[config.mk]
export PLATFORM = sky130hd
export DESIGN_NAME = uart_cmd_link
export DESIGN_NICKNAME = d
export VERILOG_FILES = /design/src/rtl/uart_cmd_link.sv
export SDC_FILE = /design/constraint.sdc
export NUM_CORES = 1
export LEC_CHECK = 0
export BUFFER_PORTS_ARGS = -buffer_cell sky130_fd_sc_hd__buf_2
export CAP_MARGIN = 30
export CELL_PAD_IN_SITES_DETAIL_PLACEMENT = 1
export CELL_PAD_IN_SITES_GLOBAL_PLACEMENT = 1
export CORE_MARGIN = 5
export CORE_UTILIZATION = 40
export CTS_CLUSTER_DIAMETER = 100
export DETAILED_ROUTE_END_ITERATION = 7
export PLACE_DENSITY_LB_ADDON = 0.1
export RECOVER_POWER = 50
export SLEW_MARGIN = 20
export SYNTH_ARGS = -nofsm -noshare
export SYNTH_HDL_FRONTEND = slang
export SYNTH_SLANG_ARGS = --single-unit
[constraint.sdc]
create_clock -name clk -period 7.3 [get_ports clk]
set_input_delay 1.46 -clock clk [delete_from_list [all_inputs] [get_ports clk]]
set_output_delay 1.46 -clock clk [all_outputs]
set_load 0.1 [all_outputs]
[src/rtl/uart_cmd_link.sv]
// UART command link: 8N1 receiver assembling 3-byte commands,
// plus 8N1 transmitter for single-byte responses.
module uart_cmd_link #(
  parameter int BAUD_DIV     = 868,
  parameter int TIMEOUT_BITS = 20
) (
  input  logic        clk,
  input  logic        rst_n,
  input  logic        RX,
  output logic        TX,
  output logic [23:0] cmd,
  output logic        cmd_rdy,
  input  logic        clr_cmd_rdy,
  output logic        cmd_ovr,
  input  logic [7:0]  resp_data,
  input  logic        send_resp,
  output logic        resp_sent,
  output logic        tx_busy
);

  typedef enum logic [1:0] {
    S_IDLE, S_START, S_DATA, S_STOP
  } state_t;

  localparam logic [11:0] FULL = 12'(BAUD_DIV - 1);
  localparam logic [11:0] HALF = 12'(BAUD_DIV / 2 - 1);
  localparam int TO_MAX = TIMEOUT_BITS * BAUD_DIV;
  localparam int TOW = $clog2(TO_MAX + 1);
  localparam logic [TOW-1:0] TO_LAST = TOW'(TO_MAX - 1);
  localparam logic [TOW-1:0] TO_ONE = TOW'(1);

  logic          rx_m, rx_s;
  state_t        rx_st, rx_nx;
  logic [11:0]   rx_cnt;
  logic [3:0]    rx_bit;
  logic [7:0]    rx_sh;
  logic          rx_ferr;
  logic          rx_tick, rx_half;
  logic          start_det, byte_ok, byte_bad;
  logic [1:0]    byte_cnt;
  logic [15:0]   shadow;
  logic [TOW-1:0] to_cnt;
  logic          to_run, to_hit;
  logic          done, load;

  state_t        tx_st, tx_nx;
  logic [11:0]   tx_cnt;
  logic [3:0]    tx_bit;
  logic [7:0]    tx_sh;
  logic          tx_tick, tx_go;

  assign rx_tick = (rx_cnt == FULL);
  assign rx_half = (rx_cnt == HALF);
  assign tx_tick = (tx_cnt == FULL);

  // two-flop synchronizer, idles high
  always_ff @(posedge clk or negedge rst_n) begin
    if (!rst_n) begin
      rx_m <= 1'b1;
      rx_s <= 1'b1;
    end else begin
      rx_m <= RX;
      rx_s <= rx_m;
    end
  end

  // RX state register
  always_ff @(posedge clk or negedge rst_n) begin
    if (!rst_n) rx_st <= S_IDLE;
    else        rx_st <= rx_nx;
  end

  // RX next state; a framing error parks in STOP until the line is high
  always_comb begin
    rx_nx = rx_st;
    unique case (rx_st)
      S_IDLE:  if (!rx_s) rx_nx = S_START;
      S_START: if (rx_half) rx_nx = rx_s ? S_IDLE : S_DATA;
      S_DATA:  if (rx_tick && rx_bit == 4'd7) rx_nx = S_STOP;
      S_STOP: begin
        if (rx_ferr) begin
          if (rx_s) rx_nx = S_IDLE;
        end else if (rx_tick && rx_s) begin
          rx_nx = S_IDLE;
        end
      end
      default: rx_nx = S_IDLE;
    endcase
  end

  // RX decoded events
  always_comb begin
    start_det = (rx_st == S_IDLE) && !rx_s;
    byte_ok   = (rx_st == S_STOP) && !rx_ferr && rx_tick && rx_s;
    byte_bad  = (rx_st == S_STOP) && !rx_ferr && rx_tick && !rx_s;
  end

  // RX baud counter, bit counter, shifter, framing flag
  always_ff @(posedge clk or negedge rst_n) begin
    if (!rst_n) begin
      rx_cnt  <= '0;
      rx_bit  <= '0;
      rx_sh   <= '0;
      rx_ferr <= 1'b0;
    end else begin
      if (rx_st == S_IDLE || rx_st != rx_nx ||
          (rx_st == S_DATA && rx_tick))
        rx_cnt <= '0;
      else
        rx_cnt <= rx_cnt + 12'd1;
      if (rx_st == S_START)
        rx_bit <= '0;
      else if (rx_st == S_DATA && rx_tick)
        rx_bit <= rx_bit + 4'd1;
      if (rx_st == S_DATA && rx_tick)
        rx_sh <= {rx_s, rx_sh[7:1]};
      if (byte_bad)
        rx_ferr <= 1'b1;
      else if (rx_nx == S_IDLE)
        rx_ferr <= 1'b0;
    end
  end

  assign to_run = (byte_cnt != 2'd0) && (rx_st == S_IDLE) && !start_det;
  assign to_hit = to_run && (to_cnt == TO_LAST);
  assign done   = byte_ok && (byte_cnt == 2'd2);
  assign load   = done && (!cmd_rdy || clr_cmd_rdy);

  // byte assembly with inter-byte timeout
  always_ff @(posedge clk or negedge rst_n) begin
    if (!rst_n) begin
      byte_cnt <= '0;
      shadow   <= '0;
      to_cnt   <= '0;
    end else begin
      if (byte_bad || to_hit) begin
        byte_cnt <= '0;
      end else if (byte_ok) begin
        byte_cnt <= (byte_cnt == 2'd2) ? 2'd0 : byte_cnt + 2'd1;
        shadow   <= {shadow[7:0], rx_sh};
      end
      to_cnt <= (to_run && !to_hit) ? to_cnt + TO_ONE : '0;
    end
  end

  // command hand-off; completion beats a simultaneous clear
  always_ff @(posedge clk or negedge rst_n) begin
    if (!rst_n) begin
      cmd     <= '0;
      cmd_rdy <= 1'b0;
      cmd_ovr <= 1'b0;
    end else begin
      if (load) cmd <= {shadow, rx_sh};
      if (load)             cmd_rdy <= 1'b1;
      else if (clr_cmd_rdy) cmd_rdy <= 1'b0;
      cmd_ovr <= done && !load;
    end
  end

  assign tx_go = send_resp &&
                 ((tx_st == S_IDLE) || (tx_st == S_STOP && tx_tick));

  // TX state register
  always_ff @(posedge clk or negedge rst_n) begin
    if (!rst_n) tx_st <= S_IDLE;
    else        tx_st <= tx_nx;
  end

  // TX next state; a request on the last stop cycle chains frames
  always_comb begin
    tx_nx = tx_st;
    unique case (tx_st)
      S_IDLE:  if (send_resp) tx_nx = S_START;
      S_START: if (tx_tick) tx_nx = S_DATA;
      S_DATA:  if (tx_tick && tx_bit == 4'd7) tx_nx = S_STOP;
      S_STOP:  if (tx_tick) tx_nx = send_resp ? S_START : S_IDLE;
      default: tx_nx = S_IDLE;
    endcase
  end

  // TX counters and shifter
  always_ff @(posedge clk or negedge rst_n) begin
    if (!rst_n) begin
      tx_cnt <= '0;
      tx_bit <= '0;
      tx_sh  <= '0;
    end else begin
      if (tx_st == S_IDLE || tx_st != tx_nx ||
          (tx_st == S_DATA && tx_tick))
        tx_cnt <= '0;
      else
        tx_cnt <= tx_cnt + 12'd1;
      if (tx_st == S_START)
        tx_bit <= '0;
      else if (tx_st == S_DATA && tx_tick)
        tx_bit <= tx_bit + 4'd1;
      if (tx_go)
        tx_sh <= resp_data;
      else if (tx_st == S_DATA && tx_tick)
        tx_sh <= {1'b0, tx_sh[7:1]};
    end
  end

  // TX outputs from state
  always_comb begin
    TX        = 1'b1;
    tx_busy   = (tx_st != S_IDLE);
    resp_sent = (tx_st == S_STOP) && tx_tick;
    unique case (1'b1)
      (tx_st == S_START): TX = 1'b0;
      (tx_st == S_DATA):  TX = tx_sh[0];
      default:            TX = 1'b1;
    endcase
  end

endmodule

; ---- Yosys cells after proc, flatten, opt, wreduce, memory -nomap -nowiden
; Index checks and enable logic that the tools add are counted.
[op_classes]
bitwise = 1
n_reduce_logical = 44
add_sub_neg = 6
n_eq_ne = 15
mux = 31
[op_table]
columns = cell, n
row1 = $mux W2, 14
row2 = $add A12 B1 Y12 const B, 2
row3 = $eq A12 B10 Y1 const B, 2
row4 = $mux W12, 2
row5 = $logic_and A1 B1 Y1, 19
row6 = $mux W4, 4
row7 = $mux W8, 2
row8 = $pmux W2 S4, 2
row9 = $reduce_bool A2 Y1, 8
row10 = $add A15 B1 Y15 const B, 1
row11 = $eq A15 B15 Y1 const B, 1
row12 = $mux W15, 1
row13 = $eq A12 B9 Y1 const B, 1
row14 = $eq A2 B2 Y1 const B, 5
row15 = $add A4 B1 Y4 const B, 2
row16 = $eq A4 B3 Y1 const B, 2
row17 = $logic_or A1 B1 Y1, 7
row18 = $logic_not A1 Y1, 6
row19 = $logic_not A2 Y1, 3
row20 = $mux W1, 5
row21 = $eq A2 B1 Y1 const B, 2
row22 = $ne A2 B2 Y1, 2
row23 = $add A2 B1 Y2 const B, 1
row24 = $pmux W1 S2, 1
row25 = other kinds (2), 2
[word_totals]
out_inout_bits = 29
ff_bits = 114
input_bits = 13

; ---- Depth between registers and ports, before layout
; Gate-level depths: netlist of run 1.
[depth]
ltp_word = 9
mapped_depth = 7

; ---- Worst setup path before layout of run 1
; Ideal clock, no wire load.
[synth_path]
path_kind = reg2out
start = register tx_cnt[0]
end = output port resp_sent
t_arrival_ns = 2.763
path_stages_with_launch = 5
slack_ns = 3.077
cell_sequence = dfrtp_1 > ha_1 > or4b_1 > or3_1 > nor2_1
[synth_via]
elab_chain_len = 2
[synth_lines]
columns = item, line_no
row1 = from (decl), 47  ; logic [11:0] tx_cnt;
row2 = from (signal assigned), 192  ; tx_cnt <= tx_cnt + 12'd1;
row3 = $eq A12 B10 Y1, 54  ; assign tx_tick = (tx_cnt == FULL);
row4 = $logic_and A1 B1 Y1, 208  ; resp_sent = (tx_st == S_STOP) && tx_tick;
row5 = to (decl), 17  ; output logic resp_sent,
; Every way passes these cells.

; ---- Final worst setup path of run 1
; Same ends and word-level chain as after synthesis.

==> flow_summary_export.csv, run 1 <==
group,metric,value,unit
pwr,vdd_drop_max,0.140,mV
critical_path,slowest_stage,"or4b_1",
synth,synthSimpleGateAreaFrac,19.0,%
placed_design,placed_cell_area,5580,um2
clock_tree,clk_latency,0.41,ns
synth,syn_nets,482,
critical_path,reg2reg_slack,3.62,ns
critical_path,cp.required,5.84,ns
die,die_x,124,um
clock_tree,cts_buffer_depth,2,
placed_design,hpwl,7460,um
synth,synth-xor-area-share,5.19,%
layout,area_growth,17.5,%
clock_tree,cts_setup_buffers,0,
die,initial_core_util,41.2,%
critical_path,startpoint_type,"flip-flop",
synth,yosysSeqAreaShare,54.5,%
drt,drc,0,
outcome,status,"finished, violations left",
synth,synth_top_cell_area_share,53.5,%
flow_run,drv_cap,1,
timing,fin_ws,3.21,ns
worst_hold_path,hold_depth,0,
synth,async_flop_share,100,%
timing,slew_violations,48,
pwr,p_leak,2.97,nW
critical_path,reg2reg_to,"shadow[3]$_DFFE_PN0P_",
timing,finalCriticalPeriod,4.09,ns
synth,synth_area_per_cell,11.3,um2
drt,drt-initial-drc-count,93,
timing,period_share,56.1,%
critical_path,worstRegToRegCells,4,
timing,relSlewSlack,-69.1,%
layout,fin_nets,527,
layout,diodes,0,
clock_tree,cts_max_level,4,
synth,synth_compound_area_share,5.54,%
synth,synthTopCellsByArea,"dfrtp_1, mux2_1, nand2_1",
timing,hold_viol,0,
synth,netlist_instances,463,
drt,ant_nets,0,
worst_hold_path,hold_end,"rx_s$_DFF_PN1_",
grt,antenna_found_initial,0,
synth,muxShareOfSynthArea,11.9,%
clock_tree,cts_buffers,17,
placed_design,port-buffer-count,41,
critical_path,cp-end-kind,"output port",
drt,viasPerCell,5.22,
die,die_h,124,um
timing,rsz0062_at_grt,"no",
die,die_area,15500,um2
critical_path,slowest_delay,0.55,ns
clock_tree,ctsResizeCount,0,
die,rows,41,
placed_design,globalplace.congestion,0.778,
critical_path,path_class,"flip-flop to output port",
grt,grt_pass1_wl,19300,um
synth,synth_seq_cells,114,
timing,setup_viol,0,
grt,grt_max_degree,69,
worst_hold_path,min_path_type,"flip-flop to flip-flop",
synth,synth_top_family_by_area,"simple AND/OR/NAND/NOR gates",
synth,ys_types,58,
drt,dr.pass1.iters,4,
clock_tree,cts.sinks,114,
layout,final_area,6150,um2
timing,fin_tns_setup,0,ns
critical_path,worstPathArrival,2.63,ns
grt,grt_overflow_total,0,
critical_path,r2r_start,"rx_cnt[2]$_DFF_PN0_",
critical_path,path_cells,"ha_1, or4b_1, or3_1, nor2_1, buf_2",
outcome,violations,"capacitance limit, slew limit",
drt,post_drt_wl_per_cell,16.1,um
synth,synthFlopType,"dfrtp_1",
synth,yosysTopAreaCell,"dfrtp_1",
critical_path,worstPathMaxFanout,5,
timing,fin_hold_ws,0.358,ns
clock_tree,clk_pin_slew_worst_paths,0.05,ns
synth,synth-warning-count,0,
grt,grt_pass1_vias,3861,
timing,tightest_slew,2.54,ns
grt,track_usage,15.3,%
drt,routed_wl,11100,um
synth,yosys.area_share.adder,1.43,%
synth,syn_area,5240,um2
drt,vias,3614,
worst_hold_path,min-delay-start,"rx_m$_DFF_PN1_",
pwr,powerDensity,259,nW/um2
layout,layout-drive-gt1-share,17.1,%
die,coreArea,12700,um2
clock_tree,cts_tree,"done",
die,io_pins,42,
placed_design,pre_cts_slack,3.69,ns
pwr,finalPower,1.59,mW
synth,synth_edf_count,0,
clock_tree,cts_root_buf,"clkbuf_16",
timing,skew,0.00590,ns
clock_tree,postCtsHoldBufs,0,
timing,fmax,244,MHz
-- critical path: cells and delay by family, from the launching register on --
family                     cells  cell delay [ns]
buffers and inverters          1             0.43
DFF                            1             0.38
adders and majority gates      1             0.27
and+or+nand+nor                3             1.14
-- kinds of logic after synthesis --
logic type / Yosys count
buf+inv: 28
fa+ha+maj: 6
simple gates: 189
flops: 114
mux: 54
xor+xnor: 31
compound gates: 41
-- metal layers --
metal / wire length [um] / vias to the layer above / track usage, % / part of all wire, %
met5: 0 / - / 0 / 0
met4: 222 / 0 / 6.83 / 2.0
met3: 295 / 20 / 4.07 / 2.6
met2: 5540 / 37 / 25.5 / 50
met1: 5080 / 1832 / 18.6 / 46
li1: - / 1725 / - / -
-- report_power, final --
group          switching (mW)  total (mW)  internal [mW]  leakage (nW)
Combinational          0.0574       0.103         0.0452          1.15
Sequential             0.0243       0.684          0.659          1.54
Clock                   0.271       0.805          0.534         0.284
Total                   0.353        1.59           1.24          2.97
-- how the worst max path moves through the flow --
stage	start	slack (ns)	endpoint	cells after the start
2_1_floorplan	tx_cnt[0]$_DFF_PN0_	3.08	resp_sent	4
3_3_place_gp	tx_cnt[0]$_DFF_PN0_	3.76	resp_sent	5
3_5_place_dp	tx_cnt[0]$_DFF_PN0_	3.69	resp_sent	5
4_1_cts	tx_cnt[0]$_DFF_PN0_	3.18	resp_sent	5
5_1_grt	rst_n	2.78	to_cnt[12]$_DFF_PN0_	3
6_report	tx_cnt[0]$_DFF_PN0_	3.21	resp_sent	5
-- Yosys cell counts (8+ instances only) --
cell,instances
xor2_1,15
nand3_1,19
nor3_1,18
dfrtp_1,112
nor2_1,38
clkbuf_1,8
mux2_1,40
nand2_1,58
o21ai_0,8
mux2_2,9
nand4_1,9
inv_1,11
xnor2_1,16
-- area by class of cell --
cell class,instances,area [um2]
Fill cell,1403,6570
Clock inverter,5,75.1
Multi-Input combinational cell,321,2230
Inverter,11,41.3
Tap cell,172,215
Timing Repair Buffer,43,234
Clock buffer,26,499
Sequential cell,114,2860
-- sequential cells by signal (all words and copies together) (netlist names) --
register / cells
byte_cnt: 2
to_cnt: 15
rx_cnt: 12
tx_sh: 8
rx_sh: 8
rx_st: 2
cmd_ovr: 1
rx_s: 1
tx_st: 2
rx_m: 1
rx_ferr: 1
tx_cnt: 12
cmd_rdy: 1
tx_bit: 4
cmd: 24
rx_bit: 4
shadow: 16
-- metrics by stage --
step,instances,util [%]
final,692,48.4
after global routing,692,48.4
after CTS,691,48.4
after detailed placement,660,43.9
after global placement,660,43.9
after floorplan,463,-
-- placed cells by master, fill, tap and decap left out, drive strengths merged, types with 2 or more instances in the layout --
master,Yosys,final
dfrtp,112,112
xor2,15,15
nor2,38,38
o41ai,4,4
dfstp,2,2
a22oi,2,2
inv,11,11
clkinv,0,3
or3,6,6
o21bai,2,2
o21ai,10,10
mux2,53,53
and3,6,6
or4b,4,4
nand4,10,10
o211ai,2,2
nand3,19,19
buf,9,41
nand2b,5,5
nor2b,2,2
or4,4,4
nor3,18,18
and4,4,4
nand2,58,58
o22ai,2,2
xnor2,16,16
a21oi,5,5
a21o,4,4
ha,6,6
nor4,7,7
bufinv,0,2
clkbuf,8,28
Power figures use the tool's default switching activity.
==> run 2, diff against run 1 <==
==> constraint.sdc (replaced) <==
create_clock -name clk -period 3.5 [get_ports clk]
set_input_delay 0.7 -clock clk [delete_from_list [all_inputs] [get_ports clk]]
set_output_delay 0.7 -clock clk [all_outputs]
set_load 0.1 [all_outputs]
==> run 2 against run 1 <==
  * The flow still finishes with violations (capacitance limit, slew limit)
  * Sequential power increased by 110%
  * First-iteration DRC count increased by 110%
  * Wire length decreased by 0.48%
  * Largest cell class unchanged
==> flow_summary_export.csv, run 2 (synthesis results as in run 1) <==
group,metric,value,unit
drt,vias,3563,
pwr,p_switching,0.837,mW
die,rows,41,
critical_path,worstPathArrival,2.56,ns
pwr,power_frac_clock,51.5,%
grt,use_met1,19.3,%
timing,period_share,93.1,%
grt,grt_max_degree,115,
drt,dr.pass1.iters,4,
clock_tree,cts_buffers,17,
critical_path,path_class,"flip-flop to output port",
timing,skew,0.00628,ns
drt,ant_nets,0,
die,initial_core_util,41.2,%
timing,rsz0062_at_grt,"no",
timing,tightest_slew,2.51,ns
clock_tree,clk_pin_slew_worst_paths,0.06,ns
layout,regMostFlops,"cmd",
layout,final_area,6170,um2
critical_path,worstPathMaxFanout,5,
grt,grt_overflow_total,0,
timing,fin_tns_setup,0,ns
critical_path,reg2reg_slack,0.61,ns
die,die_h,124,um
timing,fmax,307,MHz
critical_path,startpoint_type,"flip-flop",
drt,viasPerCell,5.14,
drt,routed_wl,11100,um
grt,grt_pass1_vias,3861,
outcome,status,"finished, violations left",
flow_run,drv_cap,1,
placed_design,hpwl,7370,um
pwr,swShare,24.8,%
layout,area_growth,17.9,%
grt,track_usage,15.5,%
clock_tree,cts.sinks,114,
layout,layout-drive-gt1-share,17.5,%
timing,relSlewSlack,-67.5,%
grt,grt_pass1_wl,19400,um
pwr,p_int,2.53,mW
layout,layout_common_cells,"dfrtp_1, nand2_1, mux2_1",
critical_path,r2r_start,"rx_cnt[2]$_DFF_PN0_",
critical_path,cp-end-kind,"output port",
grt,met3_usage,5.10,%
placed_design,globalplace.congestion,0.731,
layout,diodes,0,
layout,largest_reg_flops,24,
clock_tree,cts_root_buf,"clkbuf_16",
pwr,p_leak,2.94,nW
drt,drc,0,
timing,fin_ws,0.240,ns
timing,slew_violations,115,
grt,top_usage_layer,"met2",
outcome,violations,"capacitance limit, slew limit",
timing,finalCriticalPeriod,3.26,ns
worst_hold_path,min-delay-start,"rx_m$_DFF_PN1_",
worst_hold_path,hold_end,"rx_s$_DFF_PN1_",
timing,hold_viol,0,
critical_path,worstRegToRegCells,4,
layout,fin_nets,527,
pwr,finalPower,3.37,mW
critical_path,cp.required,2.80,ns
placed_design,port-buffer-count,41,
clock_tree,postCtsHoldBufs,0,
worst_hold_path,min_path_type,"flip-flop to flip-flop",
drt,drt-initial-drc-count,197,
die,die_area,15500,um2
clock_tree,clk_latency,0.42,ns
worst_hold_path,hold_depth,0,
clock_tree,ctsResizeCount,0,
drt,post_drt_wl_per_cell,16.0,um
placed_design,placed_cell_area,5600,um2
clock_tree,cts_max_level,4,
pwr,powerDensity,546,nW/um2
critical_path,reg2reg_to,"shadow[5]$_DFFE_PN0P_",
layout,largestRegisters,"cmd x24, shadow x16, to_cnt x15",
clock_tree,cts_tree,"done",
placed_design,pre_cts_slack,0.598,ns
timing,setup_viol,0,
die,die_x,124,um
layout,layout_commonest_cell,"dfrtp_1",
clock_tree,cts_setup_buffers,0,
clock_tree,cts_buffer_depth,2,
grt,use_met2,25.4,%
grt,antenna_found_initial,0,
pwr,p_seq_share,42.3,%
die,io_pins,42,
die,coreArea,12700,um2
pwr,comb_power_share,6.2,%
pwr,vdd_drop_max,0.295,mV
[run 2: changes by cell type in the layout (fill, tap and decap cells not counted), moves of 2 or more]
| cell | previous run | this run |
|---|---|---|
| buf_2 | 39 | 32 |
| clkbuf_1 | 7 | 9 |
| clkbuf_8 | 4 | 0 |
| clkinv_2 | 3 | 0 |
| clkinv_4 | 0 | 2 |
| clkinvlp_4 | 0 | 3 |
| inv_6 | 0 | 7 |
[run 2: per-layer routing]
layer | vias to the layer above | wire length [um]
li1 | 1740 | -
met1 | 1778 | 5060
met2 | 34 | 5560
met3 | 11 | 330
met4 | 0 | 134
met5 | - | 0
[run 2: how the worst max path moves through the flow]
stage                                    from               endpoint  slack [ns]  cells past startpoint
after floorplan           tx_cnt[0]$_DFF_PN0_              resp_sent        0.04                      4
after global placement    tx_cnt[0]$_DFF_PN0_              resp_sent        0.72                      5
after detailed placement  rx_cnt[2]$_DFF_PN0_  shadow[4]$_DFFE_PN0P_        0.60                      4
after CTS                 tx_cnt[0]$_DFF_PN0_              resp_sent        0.21                      5
after global routing      tx_cnt[0]$_DFF_PN0_              resp_sent        0.11                      5
final                     tx_cnt[0]$_DFF_PN0_              resp_sent        0.24                      5
[run 2: power groups by stage]
stage               clock [mW]  combinational (mW)  sequential [mW]
global placement             0               0.208             1.44
CTS                       1.78               0.218             1.43
floorplan                    0               0.149             1.43
finish                    1.74               0.208             1.43
detailed placement           0               0.215             1.45
global route              1.85               0.237             1.43
[run 2: critical path, stage by stage, from the launching register on]
cell     delay [ns]
dfrtp_1        0.39
ha_1           0.25
or4b_1         0.53
or3_1          0.43
nor2_1         0.12
buf_2          0.43
[run 2: area by class of cell]
cell class | instances | area (um2)
clock buffers | 17 | 425
clock inverters | 15 | 173
fillers | 1380 | 6550
inverters | 11 | 41.3
multi-input cells | 321 | 2250
flip-flops and latches | 114 | 2860
well taps | 172 | 215
repair buffers | 43 | 209
[run 2: stage by stage]
stage	utilization, %	cells	hold slack (ns)
floorplan	-	463	0.345
global placement	44.0	661	0.347
detailed placement	44.0	661	0.348
CTS	48.7	693	0.355
global route	48.5	693	0.355
finish	48.5	693	0.355
==> run 3, diff against run 2 <==
--- a/config.mk
+++ b/config.mk
@@ -9,7 +9,6 @@
 export CAP_MARGIN = 30
 export CELL_PAD_IN_SITES_DETAIL_PLACEMENT = 1
 export CELL_PAD_IN_SITES_GLOBAL_PLACEMENT = 1
-export CORE_MARGIN = 5
 export CORE_UTILIZATION = 40
 export CTS_CLUSTER_DIAMETER = 100
 export DETAILED_ROUTE_END_ITERATION = 7
==> run 3 against run 2 <==
  * The flow still finishes with violations (capacitance limit, slew limit)
  * Critical endpoint unchanged
  * Die area is 12% lower
  * Sequential power hardly changed
  * Highest routed layer unchanged
  * Sequential cell count stayed put
==> flow_summary_export.csv, run 3 (synthesis results as in run 1) <==
group,metric,value,unit
outcome,status,"finished, violations left",
outcome,violations,"capacitance limit, slew limit",
critical_path,r2r_start,"rx_cnt[2]$_DFF_PN0_",
timing,fmax,306,MHz
critical_path,path_class,"flip-flop to output port",
clock_tree,ctsResizeCount,0,
pwr,finalPower,3.44,mW
layout,seqCellArea,2860,um2
drt,ant_nets,0,
timing,fin_ws,0.232,ns
clock_tree,postCtsHoldBufs,0,
clock_tree,cts_setup_buffers,0,
layout,layout_commonest_cell,"dfrtp_1",
timing,setup_viol,0,
critical_path,cp.required,2.80,ns
layout,multiInputGateArea,2250,um2
timing,fin_hold_ws,0.354,ns
clock_tree,cts_max_level,4,
layout,regMostFlops,"cmd",
layout,final_util,48.9,%
die,io_pins,42,
critical_path,worstPathMaxFanout,5,
grt,grt_max_degree,68,
pwr,swShare,21.9,%
timing,finalCriticalPeriod,3.27,ns
die,coreArea,12700,um2
critical_path,worstRegToRegCells,4,
drt,post_drt_wl_per_cell,15.8,um
critical_path,reg2reg_to,"shadow[5]$_DFFE_PN0P_",
clock_tree,cts_root_buf,"clkbuf_16",
pwr,vdd_drop_max,0.343,mV
timing,relSlewSlack,-81.3,%
drt,dr.pass1.iters,4,
die,die_h,116,um
drt,routed_wl,10900,um
pwr,comb_power_share,6.1,%
clock_tree,cts_buffer_depth,2,
die,rows,41,
grt,track_usage,18.4,%
timing,skew,0.00614,ns
clock_tree,clk_pin_slew_worst_paths,0.05,ns
layout,largest_reg_flops,24,
timing,tightest_slew,2.72,ns
critical_path,reg2reg_slack,0.67,ns
placed_design,placed_cell_area,5600,um2
grt,grt_pass1_vias,3805,
layout,final_cell_count_no_fill,692,
timing,slew_violations,48,
pwr,p_seq_share,41.5,%
layout,largestRegisters,"cmd x24, shadow x16, to_cnt x15",
grt,grt_pass1_wl,18800,um
grt,grt_overflow_total,0,
die,die_area,13600,um2
layout,diodes,0,
die,initial_core_util,41.3,%
worst_hold_path,min-delay-start,"rx_m$_DFF_PN1_",
flow_run,drv_cap,1,
layout,layout-drive-gt1-share,16.9,%
layout,layout_common_cells,"dfrtp_1, nand2_1, mux2_1",
drt,drc,0,
layout,final_area,6200,um2
pwr,p_switching,0.753,mW
timing,fin_tns_setup,0,ns
drt,drt-initial-drc-count,141,
critical_path,cp-end-kind,"output port",
worst_hold_path,min_path_type,"flip-flop to flip-flop",
timing,rsz0062_at_grt,"no",
layout,fin_nets,527,
critical_path,worstPathArrival,2.57,ns
placed_design,globalplace.congestion,0.732,
pwr,power_frac_clock,52.4,%
die,die_x,116,um
drt,vias,3628,
placed_design,pre_cts_slack,0.666,ns
pwr,powerDensity,554,nW/um2
critical_path,startpoint_type,"flip-flop",
placed_design,hpwl,7330,um
drt,viasPerCell,5.24,
placed_design,dpl.cell_count,661,
clock_tree,clk_latency,0.41,ns
grt,antenna_found_initial,0,
clock_tree,cts.sinks,114,
pwr,p_leak,2.96,nW
worst_hold_path,hold_end,"rx_s$_DFF_PN1_",
timing,period_share,93.4,%
clock_tree,cts_buffers,17,
pwr,p_int,2.69,mW
layout,fillers,1384,
timing,hold_viol,0,
clock_tree,cts_tree,"done",
layout,area_growth,18.4,%
placed_design,port-buffer-count,41,
worst_hold_path,hold_depth,0,
-- run 3: changes by cell type in the layout (fill, tap and decap cells not counted), moves of 2 or more --
cell and change:
bufinv_16 +2, clkbuf_1 +2, clkbuf_8 +2, clkinv_2 +5, clkinv_4 -2, inv_6 -7
-- run 3: power by group through the flow --
stage          combinational [mW]  clock, mW  sequential (mW)
4_1_cts                     0.216       1.85             1.43
3_5_place_dp                0.213          0             1.45
5_1_grt                     0.237       1.91             1.43
2_1_floorplan               0.149          0             1.43
6_report                    0.209       1.80             1.43
3_3_place_gp                0.210          0             1.44
-- run 3: worst max path at each step --
stage                              startpoint             endpoint
after detailed placement  tx_cnt[0]$_DFF_PN0_            resp_sent
after global placement    tx_cnt[0]$_DFF_PN0_            resp_sent
final                     tx_cnt[0]$_DFF_PN0_            resp_sent
after CTS                 tx_cnt[0]$_DFF_PN0_            resp_sent
after global routing                    rst_n  tx_cnt[5]$_DFF_PN0_
after floorplan           tx_cnt[0]$_DFF_PN0_            resp_sent
-- run 3: routing by layer --
layer	vias to the layer above	share of wire (%)	GRT usage, %
met5	-	0	0
met4	0	1.7	8.21
met3	16	3.2	4.88
met2	44	49	30.3
met1	1838	46	22.6
li1	1730	-	-
-- run 3: final cells by class --
cell class | count | share of cell area [%]
Multi-Input combinational cell | 321 | 36.3
Clock inverter | 11 | 2.58
Clock buffer | 20 | 7.36
Tap cell | 172 | 3.47
Inverter | 11 | 0.666
Timing Repair Buffer | 43 | 3.55
Sequential cell | 114 | 46.0
-- run 3: worst max-delay path, cell delays in order (launching register included) --
cell and delay [ns]:
dfrtp_1 0.39, ha_1 0.27, or4b_1 0.53, or3_1 0.43, nor2_1 0.12, buf_2 0.43
